--- src/rtl/rx_pkg.sv ---
// Shared RX types and sizing helpers for the word assembler and its counter.
package rx_pkg;

   localparam int USB_BYTE_BITS = 8;
   localparam int MAX_WORD_BITS = 32;

   typedef struct packed {
      logic [MAX_WORD_BITS-1:0] data;
      logic                     valid;
   } rx_hs_t;

   function automatic int cnt_width(input int word_bits);
      return $clog2(word_bits + 1);
   endfunction

endpackage

--- src/rtl/rx_word_assembler_flex_counter.sv ---
// Wrapping bit counter: counts 0..rollover_val-1 on count_enable, sync clear has priority.
// rollover_flag is combinational and marks the enabled cycle that wraps back to zero.
module flex_counter #(
   parameter int NUM_CNT_BITS = 4
) (
   input  logic                    clk,
   input  logic                    n_rst,
   input  logic                    clear,
   input  logic                    count_enable,
   input  logic [NUM_CNT_BITS-1:0] rollover_val,
   output logic [NUM_CNT_BITS-1:0] count_out,
   output logic                    rollover_flag
);

   logic [NUM_CNT_BITS-1:0] count_q;
   logic [NUM_CNT_BITS-1:0] count_d;

   always_comb begin
      rollover_flag = count_enable && !clear
                      && (count_q == (rollover_val - NUM_CNT_BITS'(1)));
      count_d = count_q;
      if (clear) begin
         count_d = '0;
      end else if (rollover_flag) begin
         count_d = '0;
      end else if (count_enable) begin
         count_d = count_q + NUM_CNT_BITS'(1);
      end
   end

   always_ff @(posedge clk or negedge n_rst) begin
      if (!n_rst) begin
         count_q <= '0;
      end else begin
         count_q <= count_d;
      end
   end

   assign count_out = count_q;

endmodule

--- src/rtl/rx_word_assembler.sv ---
// Deserialises destuffed RX bits into WORD_BITS words held behind a valid/ready register.
// Word visible the cycle after its last bit; a word completing into a blocked holder is dropped and flags overrun.
module rx_word_assembler
   import rx_pkg::*;
#(
   parameter int WORD_BITS = USB_BYTE_BITS,
   parameter bit LSB_FIRST = 1'b1
) (
   input  logic                            clk,
   input  logic                            n_rst,
   input  logic                            shift_strobe,
   input  logic                            serial_in,
   input  logic                            ignore_bit,
   input  logic                            clear,
   output logic [WORD_BITS-1:0]            rx_data,
   output logic                            rx_data_valid,
   input  logic                            rx_data_ready,
   output logic [cnt_width(WORD_BITS)-1:0] bit_count,
   output logic                            overrun
);

   localparam int CNT_W = cnt_width(WORD_BITS);

   logic                 accepted;
   logic                 word_done;
   logic                 hold_free;
   logic [WORD_BITS-1:0] shifted;
   logic [WORD_BITS-1:0] sr_q, sr_d;
   logic [WORD_BITS-1:0] rx_data_q, rx_data_d;
   logic                 rx_data_valid_q, rx_data_valid_d;
   logic                 overrun_q, overrun_d;

   flex_counter #(
      .NUM_CNT_BITS (CNT_W)
   ) u_bit_cnt (
      .clk           (clk),
      .n_rst         (n_rst),
      .clear         (clear),
      .count_enable  (accepted),
      .rollover_val  (CNT_W'(WORD_BITS)),
      .count_out     (bit_count),
      .rollover_flag (word_done)
   );

   always_comb begin
      accepted  = shift_strobe && !ignore_bit && !clear;
      hold_free = !rx_data_valid_q || rx_data_ready;

      if (LSB_FIRST) begin
         shifted = {serial_in, sr_q[WORD_BITS-1:1]};
      end else begin
         shifted = {sr_q[WORD_BITS-2:0], serial_in};
      end

      sr_d = sr_q;
      if (clear) begin
         sr_d = '0;
      end else if (accepted) begin
         sr_d = shifted;
      end

      rx_data_d       = rx_data_q;
      rx_data_valid_d = rx_data_valid_q;
      overrun_d       = overrun_q;

      if (rx_data_valid_q && rx_data_ready) begin
         rx_data_valid_d = 1'b0;
      end
      // A new word may reload on the same edge the old one transfers: no bubble.
      if (word_done) begin
         if (hold_free) begin
            rx_data_d       = shifted;
            rx_data_valid_d = 1'b1;
         end else begin
            overrun_d = 1'b1;
         end
      end
      if (clear) begin
         overrun_d = 1'b0;
      end
   end

   always_ff @(posedge clk or negedge n_rst) begin
      if (!n_rst) begin
         sr_q            <= '0;
         rx_data_q       <= '0;
         rx_data_valid_q <= 1'b0;
         overrun_q       <= 1'b0;
      end else begin
         sr_q            <= sr_d;
         rx_data_q       <= rx_data_d;
         rx_data_valid_q <= rx_data_valid_d;
         overrun_q       <= overrun_d;
      end
   end

   assign rx_data       = rx_data_q;
   assign rx_data_valid = rx_data_valid_q;
   assign overrun       = overrun_q;

endmodule

--- config.mk ---
export PLATFORM = sky130hd
export DESIGN_NAME = rx_word_assembler
export DESIGN_NICKNAME = d
export VERILOG_FILES = /design/src/rtl/rx_pkg.sv /design/src/rtl/rx_word_assembler_flex_counter.sv /design/src/rtl/rx_word_assembler.sv
export SDC_FILE = /design/constraint.sdc
export NUM_CORES = 1
export LEC_CHECK = 0
export ABC_AREA = 1
export CAP_MARGIN = 10
export CORE_MARGIN = 2
export CORE_UTILIZATION = 43
export CTS_CLUSTER_SIZE = 30
export DETAILED_ROUTE_END_ITERATION = 10
export PLACE_DENSITY_LB_ADDON = 0.05
export SYNTH_ARGS = -nofsm -noshare
export SYNTH_HDL_FRONTEND = slang
export SYNTH_SLANG_ARGS = --single-unit
--- constraint.sdc ---
create_clock -name clk -period 1.4 [get_ports clk]
set_clock_uncertainty 0.2 [all_clocks]
set_input_delay 0.21 -clock clk [delete_from_list [all_inputs] [get_ports clk]]
set_output_delay 0.21 -clock clk [all_outputs]
set_load 0.05 [all_outputs]
-- Yosys cells after proc, flatten, opt, wreduce, memory -nomap -nowiden
Index checks and enable logic that the tools add are counted.
- add/subtract/negate cells: 1
- multipliers: 0
- divide/modulo/power cells: 0
- order comparisons: 0
- equality and inequality tests: 2
- shift-type cells: 0
- mux-type cells: 11
- bitwise logic cells: 0
- reductions and logical operators: 14
- operator list (cell ; count):
    8-bit 2-to-1 mux ; 2
    4-bit 2-to-1 mux ; 3
    1-bit 2-to-1 mux ; 6
    1-bit logical AND ; 5
    4-bit by 1-bit adder with 4-bit output, second input constant ; 1
    4-bit by 3-bit == test with 1-bit output, second input constant ; 1
    2-bit AND reduction ; 2
    2-bit nonzero test ; 2
    1-bit logical NOT ; 3
    3-bit nonzero test ; 1
    2-bit != test, second input constant ; 1
    1-bit logical OR ; 1
- bits in registers: 22
- latch bits: 0
- memory bits (writable): 0
- ROM bits: 0
- bits of input ports: 7
- output and inout port bits: 14
- logic and storage cells: 33
- memories: 0

-- Depth between registers and ports, before layout
Gate-level depths: netlist (run 1).
- depth in word-level cells: 7
- depth in mapped cells: 7

-- By module
From an unflattened synthesis (run 1), not the netlist that was laid out.
- cells, all modules: 137
- area, all modules: 1087.3 µm²
- modules (own cells, without submodules) (module ; times used ; cells an instance ; area an instance (µm²) ; seq. area each (µm²)):
    rx_word_assembler ; 1 ; 79 ; 734.5 ; 425.4
    flex_counter ; 1 ; 58 ; 352.8 ; 100.1

-- Least setup slack after synthesis (run 1)
No wires, ideal clock.
- kind: register to register
- from: register u_bit_cnt.count_q[0] (netlist: u_bit_cnt.count_out[0])
- to: register rx_data_q[0] (netlist: rx_data[0])
- arrival: 1476 ps
- required time: 1081 ps
- path slack: -395 ps
- stages on the path, launching flop included: 7
- buffers on the path: 0
- clock period less this slack: 1795 ps
- cells stage by stage: dfrtp_1 -> ha_1 -> nand3_4 -> nor2_8 -> nand2_4 -> nand2_1 -> nand2_1
- word-level cells in the longest chain between the ends: 3
- ends and longest elaborated chain (what ; line ; source):
    from (decl) ; rx_word_assembler_flex_counter.sv:15 ; logic [NUM_CNT_BITS-1:0] count_q;
    from (signal assigned) ; rx_word_assembler_flex_counter.sv:35 ; count_q <= count_d;
    4-bit by 3-bit == test with 1-bit output ; rx_word_assembler_flex_counter.sv:20 ; && (count_q == (rollover_val - NUM_CNT_BITS'(1)));
    1-bit logical AND ; rx_word_assembler_flex_counter.sv:20 ;
    2-bit AND reduction (no source line) ; -- ;
    to (signal assigned) ; rx_word_assembler.sv:91 ; rx_data_q <= rx_data_d;
    to (decl) ; rx_word_assembler.sv:29 ; logic [WORD_BITS-1:0] rx_data_q, rx_data_d;
Every way passes these cells.
A chain may end at the register's enable or synchronous reset.

-- Worst setup path after layout (run 1)
- from: register u_bit_cnt.count_q[0] (netlist: u_bit_cnt.count_out[0])
- to: output bit_count[0]
- RTL lines (what ; line ; source):
    to (decl) ; rx_word_assembler.sv:18 ; output logic [cnt_width(WORD_BITS)-1:0] bit_count,
No word-level cell between the ends.

==> metrics.log, run 1 <==
INFO  metric maximum_number_of_pins_on_one_net_before_global_route_repair = 22
INFO  metric postSynthCellCount = 98
INFO  metric power.leakage = just under 0.7 nW
INFO  metric data_arrival_time_of_the_worst_path = 1.03 ns
INFO  metric hpwlAfterDp = between 1500 and 2000 µm
INFO  metric final_hold_viol_count = 0
INFO  metric design.die.area = 2528 µm²
INFO  metric ctsRootBufferMaster = sky130_fd_sc_hd__clkbuf_4
INFO  metric synth_top_cell_by_area = sky130_fd_sc_hd__dfrtp_1
INFO  metric synth_ff_type = sky130_fd_sc_hd__dfrtp_1
INFO  metric drt_wl_total = 2009 µm
INFO  metric power_frac_clock = 28.4%
INFO  metric status = finished, violations left
INFO  metric later_pin_clock_latency_in_the_skew_report = approximately 0.31 ns
INFO  metric drv_slew = 0
INFO  metric swShare = 24.80%
INFO  metric post_cts_hold_buffer_count = 0
INFO  metric clk_pin_slew_worst_paths = 0.12 ns
INFO  metric initial_antenna_violation_count = 0
INFO  metric slew_headroom = 82.59%
INFO  metric pwr_density = 687.0 nW/µm²
INFO  metric syn_nets = ~110
INFO  metric switching_power = 0.0002580 W
INFO  metric globalRouteOverflowTotal = 0
INFO  metric p_int = 0.0007821 W
INFO  metric syn-mean-instance-area = 9.397 µm²
INFO  metric setup_repair_after_global_routing_missed_its_margin = yes
INFO  metric failed_checks = setup timing
INFO  metric netlist_top_cells_area = sky130_fd_sc_hd__dfrtp_1 (57%), sky130_fd_sc_hd__nand2_1 (11%), sky130_fd_sc_hd__nand3_1 (7.1%)
INFO  metric wl_per_cell = approximately 12 µm
INFO  metric critical_path_fanouts_max = 3
INFO  metric antenna_left = 0
INFO  metric fp.dieH = 50.28 µm
INFO  metric dieWidth = 50.28 µm
INFO  metric ctsLongestPathBuffers = 2
INFO  metric post-route-min-period = between 1 and 1.5 ns
INFO  metric async_reset_ff_share = 100.0%
INFO  metric crit_path_start_kind = register
INFO  metric first_pass_grt_wire_length = 3657 µm
INFO  metric detailroute.via_count = 771
INFO  metric sequential_cell_fraction_of_total_power = between 50% and 60%
INFO  metric slowest_delay = 0.45 ns
INFO  metric critical-path-slowest-cell = sky130_fd_sc_hd__dfrtp_2
INFO  metric post-route-worst-setup-slack = -0.03895 ns
INFO  metric ys_ff_latch = 21
INFO  metric floorplan.initialDensity = 46.46%
INFO  metric synth_top_cell_area_share = 57.07%
INFO  metric fp-row-count = 16
INFO  metric flow.area_growth_from_synthesis = 64.40%
INFO  metric crit_chain = buf_6 -> buf_12
INFO  metric pre_cts_slack = -0.2479 ns
INFO  metric layout-drive-gt1-share = 41.48%
INFO  metric synth_top_cells_by_count = sky130_fd_sc_hd__nand2_1 (26), sky130_fd_sc_hd__dfrtp_1 (21), sky130_fd_sc_hd__nand3_1 (13), sky130_fd_sc_hd__inv_1 (11)
INFO  metric clock.fmax = 695.0 MHz
INFO  metric worst_pin_slew = 0.2612 ns
INFO  metric power.total = between 0.001 and 0.0015 W
INFO  metric place.gp.congestion = 0.7423
INFO  metric num_io_pins = 21
INFO  metric route.detailed.drc = 0
INFO  metric final.period_utilization = 102.8%
INFO  metric grt_pass1_vias = 812
INFO  metric buffer_ports.inserted = 20
INFO  metric worst_hold_slack = roughly 0.034 ns
INFO  metric tritoncts_num_sinks = 21
INFO  metric drtIter0Drc = 15
INFO  metric cts_made_buffers = 3
INFO  metric seq_area_frac_synth = 57.07%
INFO  metric grt.total_usage = 18.83%
INFO  metric cts_tree = done
INFO  metric timing.critical_path.to_type = primary output
INFO  metric final-setup-viol-count = 4
INFO  metric fp.coreArea = 1982 µm²
INFO  metric power.combinational.fraction = 12.0%
INFO  metric ys.warnings.count = 0
INFO  metric layout.nets = 144
INFO  metric vias_per_cell = 4.759
INFO  metric drt_pass1_iterations = 4
INFO  metric netlist-cell-type-count = 16
INFO  metric synth_most_common_cell = sky130_fd_sc_hd__nand2_1
INFO  metric maxCapViolCount = 0
INFO  metric worst-endpoint-required = 0.99 ns
INFO  metric critical_path_class = register to primary output
INFO  metric syn_area = between 900 and 1000 µm²
INFO  metric antenna-diode-count = 0
INFO  metric vdd_ir_drop_max = between 500 and 600 µV
INFO  metric deepest_level_of_the_cts_h_tree = 1
INFO  metric min_path_type = input pin to asynchronous set/reset pin
INFO  metric synth_edf_count = 0
==> power by group through the flow <==
stage	Clock, W	Combinational (W)	Sequential, W
after floorplan	0	0.0000264	0.000644
after global placement	0	0.000122	0.000630
after detailed placement	0	0.000123	0.000630
after CTS	0.000293	0.000126	0.000619
after global routing	0.000325	0.000139	0.000620
final	0.000296	0.000125	0.000619
==> cells by family (layout without fill, tap and decap cells) <==
group | after synthesis | count (layout) | share of synthesized area [%]
AOI/OAI and AO/OA | 11 | 11 | 6.657
buffers and inverters | 15 | 52 | 6.114
DFF | 21 | 21 | 57.06
xor gates and xnor gates | 1 | 1 | 0.9513
adders and majority gates | 1 | 1 | 1.358
and+or+nand+nor | 49 | 49 | 27.85
==> metrics by stage <==
| step | std cells | utilization (%) | cell area (µm²) | TNS (ns) |
|---|---|---|---|---|
| finish | 162 | 76.39 | 1514 | -0.07246 |
| global route | 162 | 76.39 | 1514 | -0.5439 |
| detailed placement | 156 | 71.02 | 1408 | -3.781 |
| floorplan | 98 | - | 938.4 | -0.8193 |
| global placement | 156 | 71.02 | 1408 | -3.313 |
| CTS | 159 | 72.41 | 1435 | -0.06974 |
==> cell usage in the layout (no fill, tap or decap) <==
cell / Yosys / layout
sky130_fd_sc_hd__a21oi_1: 1 / 1
sky130_fd_sc_hd__buf_12: 0 / 16
sky130_fd_sc_hd__buf_4: 0 / 9
sky130_fd_sc_hd__buf_6: 0 / 2
sky130_fd_sc_hd__clkbuf_4: 0 / 3
sky130_fd_sc_hd__clkdlybuf4s50_1: 0 / 6
sky130_fd_sc_hd__clkinv_2: 0 / 1
sky130_fd_sc_hd__dfrtp_1: 21 / 17
sky130_fd_sc_hd__dfrtp_2: 0 / 4
sky130_fd_sc_hd__ha_4: 0 / 1
sky130_fd_sc_hd__inv_1: 11 / 11
sky130_fd_sc_hd__inv_2: 4 / 4
sky130_fd_sc_hd__nand2_1: 26 / 20
sky130_fd_sc_hd__nand2_2: 1 / 7
sky130_fd_sc_hd__nand2_8: 0 / 1
sky130_fd_sc_hd__nand3_1: 13 / 9
sky130_fd_sc_hd__nand3_2: 0 / 4
sky130_fd_sc_hd__nand3_4: 2 / 2
sky130_fd_sc_hd__nor2_1: 4 / 4
sky130_fd_sc_hd__nor2_2: 1 / 1
sky130_fd_sc_hd__nor2_8: 1 / 1
sky130_fd_sc_hd__o21ai_0: 5 / 4
sky130_fd_sc_hd__o21ai_1: 0 / 1
sky130_fd_sc_hd__o22ai_1: 5 / 5
sky130_fd_sc_hd__xnor2_1: 1 / 1
==> final cells by class <==
type | instances | area [µm²]
Inverter | 15 | 56.30
Multi-Input combinational cell | 62 | 395.4
Fill cell | 143 | 467.9
Sequential cell | 21 | 530.5
Clock buffer | 3 | 22.52
Tap cell | 27 | 33.78
Timing Repair Buffer | 33 | 470.5
Clock inverter | 1 | 5.005
==> flip-flops by register name, summed over array words and instances, names as in the netlist <==
signal and flops:
rx_data 8, sr_q 7, u_bit_cnt.count_out 4, overrun 1, rx_data_valid 1
==> path summary, 6_finish.rpt <==
| check | start | to | slack (ns) | cells past startpoint |
|---|---|---|---|---|
| worst min register to register | sr_q[6]$_DFFE_PN0P_ | rx_data[5]$_DFFE_PN0P_ | 0.32 | 2 |
| worst min-delay path | n_rst | rx_data_valid$_DFF_PN0_ | 0.03 | 2 |
| min in group clk | serial_in | rx_data[7]$_DFFE_PN0P_ | 0.30 | 3 |
| worst max-delay path | u_bit_cnt.count_out[0]$_DFFE_PN0P_ | bit_count[0] | -0.04 | 2 |
| worst max register to register | u_bit_cnt.count_out[3]$_DFFE_PN0P_ | rx_data[4]$_DFFE_PN0P_ | 0 | 6 |
| max in group asynchronous | n_rst | u_bit_cnt.count_out[1]$_DFFE_PN0P_ | 0.74 | 2 |
==> worst max-delay path, delay by kind of cell (launching register included) <==
family                 cells  cell delay, ns
buffers and inverters      2            0.27
DFF                        1            0.45
==> routing by layer <==
metal | part of all wire, % | global-route usage, % | vias to the layer above
li1 | - | - | 388
met1 | 43 | 26.22 | 357
met2 | 50 | 29.39 | 20
met3 | 4.2 | 3.274 | 6
met4 | 2.6 | 6.944 | 0
met5 | 0 | 0 | -
==> repair_timing <==
| item | 4_1_cts | 5_1_grt |
|---|---|---|
| cloned | 0 | 0 |
| pin swaps | 0 | 4 |
| endpoints found under the setup margin | 3 | 13 |
| resized for setup | 2 | 12 |
| buffers inserted | 0 | 3 |
No activity file was read; power rests on OpenSTA's default activity.
==> run 2: changes to the inputs <==
ABC_AREA = unset   (was 1)
==> run 2 against run 1 <==
The flow still finishes with violations (setup timing). Wire length down 10%. Cell count down 14%. Synthesized area down 0.82%. Register-to-register slack worse by 0.18 ns. Core utilization down 2.8 points. Sequential cell count unchanged. Sequential power about the same. Critical path depth up 3. Sequential share of layout area up 1.4 points. Global-route usage down 2.7 points. Largest cell class unchanged.
==> metrics.log, run 2 <==
INFO  metric grt.total_usage = between 10% and 20%
INFO  metric synth_top_cells_by_count = sky130_fd_sc_hd__dfrtp_1 (21), sky130_fd_sc_hd__nand2_1 (18), sky130_fd_sc_hd__a21oi_1 (10), sky130_fd_sc_hd__mux2_4 (8), sky130_fd_sc_hd__clkbuf_1 (3)
INFO  metric clock.fmax = 633.2 MHz
INFO  metric synth_top_cell_by_area = sky130_fd_sc_hd__dfrtp_1
INFO  metric layout-drive-gt1-share = 46.43%
INFO  metric netlist_top_cells_area = sky130_fd_sc_hd__dfrtp_1 (58%), sky130_fd_sc_hd__mux2_4 (13%), sky130_fd_sc_hd__nand2_1 (7.4%)
INFO  metric first_pass_grt_wire_length = 3022 µm
INFO  metric synth_ff_type = sky130_fd_sc_hd__dfrtp_1
INFO  metric critical_path_fanouts_max = 8
INFO  metric data_arrival_time_of_the_worst_path = 1.58 ns
INFO  metric grt_busiest_layer = met2
INFO  metric maximum_number_of_pins_on_one_net_before_global_route_repair = 22
INFO  metric vdd_ir_drop_max = 633.5 µV
INFO  metric antenna_left = 0
INFO  metric grt_pass1_vias = ~690
INFO  metric synth_compound_area_share = under 10%
INFO  metric antenna-diode-count = 0
INFO  metric design.die.area = 2509 µm²
INFO  metric pwr_density = between 600 and 700 nW/µm²
INFO  metric place.gp.congestion = roughly 0.74
INFO  metric ys.warnings.count = 0
INFO  metric synth.mux.area_fraction = a little over an eighth
INFO  metric num_io_pins = 21
INFO  metric placed_cells_incl_taps = roughly 130
INFO  metric grt.met3_usage = 3.333%
INFO  metric crit_path_start_kind = register
INFO  metric finalSetupTns = -1.844 ns
INFO  metric fp-row-count = 16
INFO  metric final-setup-viol-count = 15
INFO  metric dieWidth = 50.09 µm
INFO  metric wl_per_cell = between 10 and 15 µm
INFO  metric async_reset_ff_share = 100.0%
INFO  metric syn-mean-instance-area = around 12 µm²
INFO  metric critical_path_class = register to register
INFO  metric fp.coreArea = 1982 µm²
INFO  metric simple_gate_area_share_of_the_yosys_netlist = 16.44%
INFO  metric synth_top_cell_area_share = between 50 and 60%
INFO  metric power.leakage = 0.6844 nW
INFO  metric maxCapViolCount = 0
INFO  metric post-route-min-period = 1.579 ns
INFO  metric drt_pass1_iterations = 4
INFO  metric syn_nets = 85
INFO  metric largest_reg_flops = 8
INFO  metric synthXorXnorAreaFrac = 0.9589%
INFO  metric floorplan.initialDensity = between 40% and 50%
INFO  metric ctsRootBufferMaster = sky130_fd_sc_hd__clkbuf_4
INFO  metric route.detailed.drc = 0
INFO  metric clk_pin_slew_worst_paths = 0.11 ns
INFO  metric initial_antenna_violation_count = 0
INFO  metric post_synth_fa_ha_maj_area_fraction = 1.370%
INFO  metric ys_ff_latch = 21
INFO  metric globalRouteOverflowTotal = 0
INFO  metric n_fill_cell = 131
INFO  metric hpwlAfterDp = 1359 µm
INFO  metric drv_slew = 0
INFO  metric tritoncts_num_sinks = 21
INFO  metric later_pin_clock_latency_in_the_skew_report = 0.30 ns
INFO  metric setup_repair_after_global_routing_missed_its_margin = yes
INFO  metric flow.area_growth_from_synthesis = 59.59%
INFO  metric worst_pin_slew = 0.2587 ns
INFO  metric slew_headroom = 82.75%
INFO  metric seq_area_frac_synth = 57.53%
INFO  metric power.total = 0.001002 W
INFO  metric highest_count_cells_in_the_layout_ignoring_fill_and_taps = sky130_fd_sc_hd__nand2_1 (17), sky130_fd_sc_hd__dfrtp_1 (17), sky130_fd_sc_hd__buf_12 (14)
INFO  metric layout.nets = 121
INFO  metric ctsLongestPathBuffers = 2
INFO  metric fp.dieH = 50.09 µm
INFO  metric netlist-cell-type-count = 21
INFO  metric cts_tree = done
INFO  metric failed_checks = setup timing
INFO  metric deepest_level_of_the_cts_h_tree = 1
INFO  metric detailroute.via_count = roughly 670
INFO  metric timing.critical_path.to_type = register
INFO  metric drt_wl_total = 1809 µm
INFO  metric dominant_combinational_cell_family_by_area_after_synthesis = simple AND/OR/NAND/NOR gates
INFO  metric synth_edf_count = 0
INFO  metric final.period_utilization = 112.8%
INFO  metric layout.cells.non_filler = 139
INFO  metric synth_most_common_cell = sky130_fd_sc_hd__dfrtp_1
INFO  metric syn_area = 913.4 µm²
INFO  metric status = finished, violations left
INFO  metric worst-endpoint-required = 1.40 ns
INFO  metric vias_per_cell = between 4 and 5
INFO  metric min_path_type = input pin to asynchronous set/reset pin
INFO  metric met1_usage = 19.65%
INFO  metric final_hold_viol_count = 0
INFO  metric post-route-worst-setup-slack = -0.1793 ns
INFO  metric final_core_utilization = 73.55%
INFO  metric grt_util_met2 = about a quarter
INFO  metric cts_made_buffers = 3
INFO  metric postSynthCellCount = 77
INFO  metric buffer_ports.inserted = 20
INFO  metric drtIter0Drc = 5
-- run 2: cell families (layout without fill, tap and decap cells) --
| group | count (synthesis) | in the layout |
|---|---|---|
| DFF | 21 | 21 |
| buffers and inverters | 5 | 40 |
| AOI/OAI and AO/OA | 13 | 13 |
| xor gates and xnor gates | 1 | 1 |
| muxes | 8 | 8 |
| and+or+nand+nor | 28 | 28 |
| adders and majority gates | 1 | 1 |
-- run 2: critical path, cell delays in order (launching register included) --
cell,delay (ns)
sky130_fd_sc_hd__dfrtp_2,0.44
sky130_fd_sc_hd__ha_4,0.17
sky130_fd_sc_hd__nand3b_4,0.07
sky130_fd_sc_hd__nand4bb_1,0.13
sky130_fd_sc_hd__buf_6,0.17
sky130_fd_sc_hd__mux2_4,0.30
-- run 2: final cells by class --
type,instances,area [µm²],share of cell area [%]
Multi-Input combinational cell,51,390.4,26.78
Tap cell,27,33.78,2.318
Sequential cell,21,530.5,36.39
Clock buffer,3,22.52,1.545
Clock inverter,1,5.005,0.3433
Timing Repair Buffer,35,471.7,32.36
Inverter,1,3.754,0.2575
-- run 2: repair_timing --
item / 4_1_cts / 5_1_grt
cloned: 0 / 0
resized for setup: 5 / 5
pin swaps: 5 / 2
endpoints found under the setup margin: 16 / 17
setup buffers: 2 / 1
hold buffers: 0 / 0
-- run 2: path summary, 6_finish.rpt --
path                       slack, ns                                 end                          startpoint  depth (start not counted)
max                            -0.18              rx_data[3]$_DFFE_PN0P_  u_bit_cnt.count_out[1]$_DFFE_PN0P_                          5
min                             0.04              rx_data[7]$_DFFE_PN0P_                               n_rst                          2
max reg2reg                    -0.18              rx_data[3]$_DFFE_PN0P_  u_bit_cnt.count_out[1]$_DFFE_PN0P_                          5
min reg2reg                     0.32              rx_data[0]$_DFFE_PN0P_                 sr_q[1]$_DFFE_PN0P_                          1
max in group asynchronous       0.73  u_bit_cnt.count_out[0]$_DFFE_PN0P_                               n_rst                          2
min in group clk                0.31                 sr_q[7]$_DFFE_PN0P_                           serial_in                          3
-- run 2: per-layer routing --
metal / share of wire [%] / up-vias / wire [µm]
li1: - / 330 / -
met1: 44 / 316 / 787
met2: 50 / 17 / 911
met3: 4.3 / 4 / 78
met4: 1.7 / 0 / 31
met5: 0 / - / 0
-- run 2: power by group --
group | internal, W | switching (W) | leakage (nW)
sequential | 0.000611 | 0.00000441 | 0.286
combinational | 0.0000467 | 0.0000528 | 0.381
clock | 0.000107 | 0.000180 | 0.0177
total | 0.000765 | 0.000237 | 0.684
-- run 2: stage by stage --
step | setup slack (ns) | hold WS (ns) | instance area, µm²
6_report | -0.1793 | 0.03872 | 1458
5_1_grt | -0.2325 | 0.05150 | 1458
4_1_cts | -0.1971 | 0.05116 | 1434
3_5_place_dp | -0.4369 | 0.3031 | 1373
3_3_place_gp | -0.4202 | 0.2949 | 1373
2_1_floorplan | -0.3664 | -0.2856 | 930.9
